===== src/rtl/systolic_pkg.sv =====
// Shared defaults, FSM state type and the ReLU/saturation helper used by the
// OFM write-back path.
package systolic_pkg;

    localparam int SYSTOLIC_SIZE_DEF = 16;
    localparam int PSUM_WIDTH_DEF    = 32;
    localparam int OUT_WIDTH_DEF     = 16;
    localparam int OFM_H_DEF         = 32;
    localparam int OFM_W_DEF         = 32;
    localparam int NUM_FILTER_DEF    = 16;
    localparam int PLANE_SIZE_DEF    = OFM_H_DEF * OFM_W_DEF;

    typedef enum logic {
        IDLE  = 1'b0,
        DRAIN = 1'b1
    } wb_state_e;

    // Optional ReLU, then clamp to the signed range of an out_w-bit word.
    function automatic logic signed [63:0] sat_relu(
        input logic signed [63:0] v,
        input int                 out_w,
        input bit                 relu_en
    );
        logic signed [63:0] hi;
        logic signed [63:0] lo;
        logic signed [63:0] r;
        hi = (64'sd1 <<< (out_w - 1)) - 64'sd1;
        lo = -(64'sd1 <<< (out_w - 1));
        r  = v;
        if (relu_en && (r < 64'sd0)) r = 64'sd0;
        if (r > hi)      r = hi;
        else if (r < lo) r = lo;
        return r;
    endfunction

endpackage


===== src/rtl/wb_beat_fifo.sv =====
// Two-entry beat buffer between the systolic array and the write-back drain.
// The caller guarantees push only when count_o < 2 and pop only when count_o > 0.
module wb_beat_fifo #(
    parameter int WIDTH = 8
) (
    input  logic             clk,
    input  logic             rst_n,
    input  logic             push_i,
    input  logic             pop_i,
    input  logic [WIDTH-1:0] din_i,
    output logic [WIDTH-1:0] dout_o,
    output logic [1:0]       count_o
);

    logic [WIDTH-1:0] mem_q [2];
    logic             wr_ptr_q;
    logic             rd_ptr_q;
    logic [1:0]       count_q;
    logic [1:0]       count_d;

    // NOTE: storage is deliberately not reset; count_q alone says which entries hold live beats.
    always_ff @(posedge clk) begin
        if (push_i) mem_q[wr_ptr_q] <= din_i;
    end

    always_comb begin
        count_d = count_q;
        unique case ({push_i, pop_i})
            2'b10:   count_d = count_q + 2'd1;
            2'b01:   count_d = count_q - 2'd1;
            default: count_d = count_q;
        endcase
    end

    always_ff @(posedge clk) begin
        if (!rst_n) begin
            wr_ptr_q <= 1'b0;
            rd_ptr_q <= 1'b0;
            count_q  <= 2'd0;
        end else begin
            if (push_i) wr_ptr_q <= ~wr_ptr_q;
            if (pop_i)  rd_ptr_q <= ~rd_ptr_q;
            count_q <= count_d;
        end
    end

    assign dout_o  = mem_q[rd_ptr_q];
    assign count_o = count_q;

endmodule


===== src/rtl/ofm_writeback.sv =====
// Buffers systolic-array result beats and serialises them, one ReLU'd and
// saturated element per cycle, into the OFM RAM write port.
module ofm_writeback
    import systolic_pkg::*;
#(
    parameter int SYSTOLIC_SIZE = SYSTOLIC_SIZE_DEF,
    parameter int PSUM_WIDTH    = PSUM_WIDTH_DEF,
    parameter int OUT_WIDTH     = OUT_WIDTH_DEF,
    parameter int OFM_H         = OFM_H_DEF,
    parameter int OFM_W         = OFM_W_DEF,
    parameter int NUM_FILTER    = NUM_FILTER_DEF,
    parameter int ADDR_WIDTH    = 14,
    parameter bit RELU_EN       = 1'b1
) (
    input  logic                                clk,
    input  logic                                rst_n,
    input  logic                                in_valid,
    output logic                                in_ready,
    input  logic [SYSTOLIC_SIZE*PSUM_WIDTH-1:0] in_data,
    input  logic [$clog2(NUM_FILTER)-1:0]       in_filter,
    input  logic [$clog2(OFM_H*OFM_W)-1:0]      in_pix,
    input  logic                                in_last,
    output logic                                ofm_we,
    output logic [ADDR_WIDTH-1:0]               ofm_addr,
    output logic [OUT_WIDTH-1:0]                ofm_din,
    output logic                                done,
    output logic                                err
);

    localparam int PLANE_SIZE = OFM_H * OFM_W;
    localparam int FILT_W     = $clog2(NUM_FILTER);
    localparam int PIX_W      = $clog2(PLANE_SIZE);
    localparam int ELEM_W     = $clog2(SYSTOLIC_SIZE);
    localparam int DATA_W     = SYSTOLIC_SIZE * PSUM_WIDTH;
    localparam int BEAT_W     = DATA_W + FILT_W + PIX_W + 1;
    localparam logic [ELEM_W-1:0] LAST_ELEM = ELEM_W'(SYSTOLIC_SIZE - 1);

    logic [1:0]        fifo_count;
    logic [BEAT_W-1:0] head_beat;
    logic              push;
    logic              pop;
    logic              issue;

    logic [DATA_W-1:0] head_data;
    logic [FILT_W-1:0] head_filter;
    logic [PIX_W-1:0]  head_pix;
    logic              head_last;

    wb_state_e state_q, state_d;

    logic [ELEM_W-1:0]     elem_q, elem_d;
    logic                  we_q, we_d;
    logic [ADDR_WIDTH-1:0] addr_q, addr_d;
    logic [OUT_WIDTH-1:0]  din_q, din_d;
    logic                  err_q, err_d;
    logic                  done_pend_q;
    logic                  done_q;

    logic signed [PSUM_WIDTH-1:0] elem_val;
    logic signed [63:0]           elem_sat;
    logic [31:0]                  pix_off;
    logic [31:0]                  filt_base;
    logic [31:0]                  addr_full;
    logic                         in_range;

    // No bypass: readiness depends only on the registered occupancy.
    assign in_ready = rst_n && (fifo_count < 2'd2);
    assign push     = in_valid && in_ready;

    wb_beat_fifo #(
        .WIDTH(BEAT_W)
    ) u_fifo (
        .clk    (clk),
        .rst_n  (rst_n),
        .push_i (push),
        .pop_i  (pop),
        .din_i  ({in_last, in_pix, in_filter, in_data}),
        .dout_o (head_beat),
        .count_o(fifo_count)
    );

    assign head_data   = head_beat[DATA_W-1:0];
    assign head_filter = head_beat[DATA_W +: FILT_W];
    assign head_pix    = head_beat[DATA_W+FILT_W +: PIX_W];
    assign head_last   = head_beat[BEAT_W-1];

    // NOTE: sequential state uses non-blocking assignments so every register samples pre-edge values.
    always_ff @(posedge clk) begin
        if (!rst_n) state_q <= IDLE;
        else        state_q <= state_d;
    end

    always_comb begin
        state_d = state_q;
        unique case (state_q)
            IDLE:    if (fifo_count != 2'd0) state_d = DRAIN;
            DRAIN:   if ((elem_q == LAST_ELEM) && (fifo_count == 2'd1) && !push) state_d = IDLE;
            default: state_d = IDLE;
        endcase
    end

    always_comb begin
        issue = (state_q == DRAIN) || (fifo_count != 2'd0);
        pop   = issue && (elem_q == LAST_ELEM);
    end

    // NOTE: every combinationally assigned signal gets a default first so no latch is inferred.
    always_comb begin
        elem_val  = head_data[elem_q*PSUM_WIDTH +: PSUM_WIDTH];
        elem_sat  = sat_relu(64'(elem_val), OUT_WIDTH, RELU_EN);
        pix_off   = 32'(head_pix) + 32'(elem_q);
        filt_base = 32'(head_filter) * 32'(PLANE_SIZE);
        addr_full = filt_base + pix_off;
        in_range  = (pix_off < 32'(PLANE_SIZE)) &&
                    (filt_base < 32'(NUM_FILTER * PLANE_SIZE));

        elem_d = elem_q;
        we_d   = 1'b0;
        addr_d = addr_q;
        din_d  = din_q;
        err_d  = err_q;
        if (issue) begin
            elem_d = (elem_q == LAST_ELEM) ? '0 : elem_q + 1'b1;
            if (in_range) begin
                we_d   = 1'b1;
                addr_d = addr_full[ADDR_WIDTH-1:0];
                din_d  = elem_sat[OUT_WIDTH-1:0];
            end else begin
                err_d  = 1'b1;
            end
        end
    end

    always_ff @(posedge clk) begin
        if (!rst_n) begin
            elem_q      <= '0;
            we_q        <= 1'b0;
            addr_q      <= '0;
            din_q       <= '0;
            err_q       <= 1'b0;
            done_pend_q <= 1'b0;
            done_q      <= 1'b0;
        end else begin
            elem_q      <= elem_d;
            we_q        <= we_d;
            addr_q      <= addr_d;
            din_q       <= din_d;
            err_q       <= err_d;
            done_pend_q <= pop && head_last;
            done_q      <= done_pend_q;
        end
    end

    assign ofm_we   = we_q;
    assign ofm_addr = addr_q;
    assign ofm_din  = din_q;
    assign done     = done_q;
    assign err      = err_q;

endmodule


===== config.mk =====
export PLATFORM = sky130hd
export DESIGN_NAME = ofm_writeback
export DESIGN_NICKNAME = d
export VERILOG_FILES = /design/src/rtl/systolic_pkg.sv /design/src/rtl/wb_beat_fifo.sv /design/src/rtl/ofm_writeback.sv
export SDC_FILE = /design/constraint.sdc
export NUM_CORES = 1
export LEC_CHECK = 0
export CORE_MARGIN = 3
export CORE_UTILIZATION = 56
export CTS_CLUSTER_SIZE = 12
export DETAILED_ROUTE_END_ITERATION = 10
export MAX_ROUTING_LAYER = met4
export PLACE_DENSITY = 0.85
export SYNTH_ARGS = -nofsm -noshare
export SYNTH_HDL_FRONTEND = slang
export SYNTH_SLANG_ARGS = --single-unit

===== constraint.sdc =====
create_clock -name clk -period 45.5 [get_ports clk]
set_input_delay 9.1 -clock clk [delete_from_list [all_inputs] [get_ports clk]]
set_output_delay 9.1 -clock clk [all_outputs]
set_load 0.02 [all_outputs]

Word level (Yosys, flattened, before mapping)

Memories as Yosys holds them, arrays and structs flattened. A register that Yosys moved wholly into a read port is not among the register bits.
Index checks and enable logic that the tools add are counted.

Add/subtract/negate cells: 5
Order comparisons: 6
Equal/unequal tests: 4
Shift-type cells: 1
Multiplexer cells: 13
Bitwise operators: 4
Reduce and logical (&&, ||, !) cells: 14

Operator list:

| kind                                                                            | number |
|---|---|
| 512-bit by 10-bit indexed part select with 32-bit output                        | 1 |
| 64-bit by 16-bit > comparator with 1-bit output (second input constant)         | 1 |
| 64-bit by 16-bit less-than comparator with 1-bit output (second input constant) | 1 |
| 64-bit two-way mux                                                              | 1 |
| 32-bit by 1-bit less-than comparator with 1-bit output (second input constant)  | 1 |
| 16-bit two-way mux                                                              | 2 |
| 14-bit by 15-bit less-than comparator with 1-bit output (second input constant) | 1 |
| 14-bit by 11-bit adder with 14-bit output                                       | 1 |
| 10-bit by 4-bit adder with 11-bit output                                        | 1 |
| 11-bit less-than comparator (second input constant)                             | 1 |
| 1-bit logical AND                                                               | 7 |
| 1-bit two-way mux                                                               | 7 |
| 2-bit AND reduction                                                             | 3 |
| 4-bit by 1-bit adder with 4-bit output (second input constant)                  | 1 |
| 2-bit by 1-bit == test with 1-bit output (second input constant)                | 2 |
| 4-bit == test (second input constant)                                           | 1 |
| 4-bit two-way mux                                                               | 1 |
| 1-bit NOT                                                                       | 4 |
| 2-bit one-hot mux with 2 select lines                                           | 1 |
| 2-bit nonzero test                                                              | 2 |
| 2-bit by 1-bit adder with 2-bit output (second input constant)                  | 1 |
| 2-bit == test (second input constant)                                           | 1 |
| 2-bit less-than comparator (second input constant)                              | 1 |
| 1-bit one-hot mux with 2 select lines                                           | 1 |
| 3 further kinds                                                                 | 3 |

Register bits after elaboration: 43
Bits in writable memories: 1054
Input port bits: 530
Output and inout port bits: 34
Logic and storage cells: 59
Memories: 1

Memory list:

| name         | depth | width | read ports | clocked after memory_dff | wr ports | RTL line           | text |
|---|---|---|---|---|---|---|---|
| u_fifo.mem_q | 2     | 527   | 1          | 1                        | 1        | wb_beat_fifo.sv:15 | `logic [WIDTH-1:0] mem_q [2];` |

Depth between registers and ports, before layout

Word-level depth: 7
Depth in mapped cells: 18
Depth with buffers taken out: 13

Hierarchy

A second synthesis with hierarchy kept.

Cells, all modules: 2198
Area total of the unflattened synthesis: 43287.8 um^2

Modules (own cells, without submodules):

| module        | times used | cells each | area each (um^2) |
|---|---|---|---|
| wb_beat_fifo  | 1          | 1660       | 38328.0 |
| ofm_writeback | 1          | 538        | 4959.8 |

Worst setup path after synthesis

No wires, ideal clock.

Kind: input to register
Start point: input rst_n
End point: memory u_fifo.mem_q[0][0] (netlist bit), enable pin
Library setup time: 1.434 ns
Data arrival time: 31.859 ns
Data required time: 44.066 ns
Path slack: 12.206 ns
Stages: 5
Cell sequence: clkbuf_1 -> inv_2 -> nor2_1 -> nand2_1 -> nor2_1

Word-level cells in the longest chain between the ends: 4

RTL lines:

| element                                 | RTL line            | text |
|---|---|---|
| from (decl)                             | ofm_writeback.sv:16 | `input logic rst_n,` |
| 1-bit logical AND                       | ofm_writeback.sv:67 | `assign in_ready = rst_n && (fifo_count < 2'd2);` |
| named net in_ready                      | ofm_writeback.sv:18 | `output logic in_ready,` |
| 1-bit logical AND                       | ofm_writeback.sv:68 | `assign push = in_valid && in_ready;` |
| 1-bit two-way mux                       | wb_beat_fifo.sv:23  | `if (push_i) mem_q[wr_ptr_q] <= din_i;` |
| 1-bit two-way mux (not written as such) | wb_beat_fifo.sv:23  |  |
| to (decl)                               | wb_beat_fifo.sv:15  |  |

The timed path passes the listed nets, and every way through them passes these cells.

Worst setup path in the final report

Start point: input rst_n
End point: output in_ready

Word-level cells in the longest chain between the ends: 1

RTL lines:

| element           | RTL line |
|---|---|
| 1-bit logical AND | ofm_writeback.sv:67 |
| to (decl)         | ofm_writeback.sv:18 |

No other way between the ends.

==> flow_summary.toml <==
[status]
status = "finished clean"

[logic_synthesis]
async_reset_ff_share_pct = 0
synth_edf_count = 1054
synth_common_cells = "edfxtp_1, mux4_2, nor2_1"
netlist.area_leader.share_pct = 78.9
synth_cells = 1870
synth_ff_type = "edfxtp_1"
syn-cell-area_sq_um = 40100
yosys-top-cells-area = "edfxtp_1, mux4_2, dfxtp_1"
ys_types = 60
yosysSeqAreaShare_pct = 81.1
synth-seq-cells = 1098
synth_nets = 2411
yosys.area.top_type = "edfxtp_1"
synth.avg_cell_area_sq_um = 21.4
ys_warn_count = 0
synth_most_common_cell = "edfxtp_1"

[finish]
drive_above_1_share_pct = 13.6
fillers = 4009
design_area_sq_um = 50000
regArea_sq_um = 32500
areaGrowthSynthToFinish_pct = 24.7
finalNetCount = 3029
multiInputGateArea_sq_um = 7070

[global_route]
overflow = 0
track_usage_pct = 26.5
grt_start_max_net_pins = 198
grt_pass1_wl_mm = 140
grt_antenna_before_repair = 45
grt_pass1_vias = 22400

[timing]
setup-violations-final = 0
drv_slew = 0
clock_skew_ns = 0.0640
fin_crit_sh_pct = 45.3
fin_tns_setup_ns = 0
timing.hold.ws_ns = 0.463
tightest_slew_ns = 1.23
min_period_ns = 20.63
max_slew_margin_pct = 18.0
grt_setup_unrepaired = "no"
maxClockFrequency_mhz = 48.5
finalHoldViolCount = 0

[drt]
num_vias = 21200
viasPerCell = 5.98
ant_nets = 0
drc = 0
routed_wirelength_mm = 98.1
wl_per_cell_um = 27.7
drt_iter0_drc = 2285
drt_first_pass_iters = 5

[worst_setup_path]
r2r_slack_ns = 40.82
cpPeakStageDelay_ns = 1.05
arrival_ns = 11.53
critPathBufInv = 3
required_ns = 36.40
crit_path_end_kind = "output port"
critical_path_class = "in -> out"
cp_max_fo = 25
slowest_stage = "clkdlybuf4s50_1"
cp_num_cells = 4
crit_chain = "clkdlybuf4s50_1 -> inv_2 -> nor2_1 -> clkdlybuf4s50_1"
crit_path_start_kind = "input pin"
cpMostUsedCell = "clkdlybuf4s50_1"
rr_worst_depth = 12
cp_top_family = "buffers and inverters"

[placement]
dpl_cell_area_sq_um = 46700
hpwl_mm = 64.0
portBuffers = 563
place_congestion = 0.824

[power]
powerDensity_nw_per_um2 = 43.4
peakVddDrop_mv = 0.0382
p_leak_uw = 0.0157

[floorplan]
die_y_um = 274
rows = 97
io_pins = 564
die_w_um = 274
die_area_sq_um = 74900
initial_core_util_pct = 56.9
core_area_sq_um = 70500

[cts]
cts.path.max_buffers = 3
cts_tree = "built"
path_clk_slew_ns = 0.06
hold_buffers = 0
root_buffer = "clkbuf_16"
ctsResizeCount = 0
post_cts_buffers = 0
cts_buffers = 108
clkSinkCount = 1098
clk-insertion-delay-late_ns = 0.67
h-tree-depth = 3

[worst_hold_path]
hold_depth = 1
hp-class = "reg -> reg"

[flow_run]
maxCapViolCount = 0
layout by cell type (no fill, tap or decap), types with 5 or more instances in the layout:
cell and instances:
a2111oi_0 5, a211oi_1 22, a21oi_1 48, a31oi_1 18
buf_4 16, clkbuf_1 40, clkbuf_16 112, clkbuf_8 6
clkdlybuf4s50_1 563, clkinv_1 7, clkinv_2 5, dfxtp_1 40
diode_2 45, edfxtp_1 1054, ha_1 10, inv_1 5
mux2_2 6, mux2i_1 28, mux4_2 173, nand2_1 48
nand3_1 11, nor2_1 88, nor3_1 46, nor4_1 58
o211ai_1 5, o21ai_0 9, o41ai_1 5, or3_1 5
or4_1 24, xnor2_1 9, xor2_1 5
state kept, by name (all words and copies together) (netlist names), 2 cells and up, named ones only:
register	flops
ofm_addr	14
u_fifo.count_o	2
ofm_din	16
u_fifo.mem_q	1054
elem_q	4
final cells by class:
class                           instances  area share, %
Antenna cell                           45          0.225
Clock buffer                          158           6.07
Clock inverter                         20          0.423
Inverter                               10         0.0775
Multi-Input combinational cell        687           14.1
Sequential cell                      1098           65.1
Tap cell                              940           2.35
Timing Repair Buffer                  583           11.7
logic make-up (layout without fill, tap and decap cells):
group	after synthesis	after routing	share of synthesized area, %
buffers and inverters	85	771	1.29
adders and majority gates	11	11	0.362
xor gates and xnor gates	14	14	0.306
AOI/OAI and AO/OA	146	146	2.45
DFF	1098	1098	81.1
and+or+nand+nor	309	309	3.90
other	0	45	0
muxes	207	207	10.6
routing by layer:
metal  global-route usage (%)  vias up  wire (um)
li1                         -     9080          -
met1                     31.5    10900      34800
met2                     44.3      999      52600
met3                     4.86      195       6950
met4                     12.4        0       3840
met5                        -        -          0
path summary, 6_finish.rpt:
path	from	endpoint
worst min-delay path	done_pend_q	done
worst max register to register	flop	ofm_din[0]
worst max-delay path	rst_n	in_ready
worst min register to register	done_pend_q	done
power breakdown:
group / internal, uW / leakage (uW) / switching [uW]
logic: 90.1 / 0.00413 / 92.6
clock network: 471 / 0.00157 / 351
registers: 1150 / 0.0100 / 16.5
worst register-to-register path, cell delays in order (launching register included):
cell and delay [ns]:
dfxtp_4 0.73, buf_4 0.74, mux2_2 0.38, ha_1 0.16, inv_1 0.06, fa_1 0.40, nor2b_1 0.13, o21a_1 0.16
o211ai_1 0.15, nor3_2 0.44, or2_1 0.91, nor2_1 0.18, a31oi_1 0.22
through the flow:
| stage | setup slack, ns | instances | power, uW | util (%) |
|---|---|---|---|---|
| floorplan | 12.21 | 1870 | 1300 | - |
| global placement | 24.97 | 3318 | 1360 | 66.2 |
| detailed placement | 24.93 | 3318 | 1370 | 66.2 |
| CTS | 24.89 | 3496 | 2190 | 70.8 |
| global route | 24.75 | 3540 | 2240 | 70.9 |
| finish | 24.87 | 3541 | 2170 | 70.9 |
(Power assumes the default switching activity.)
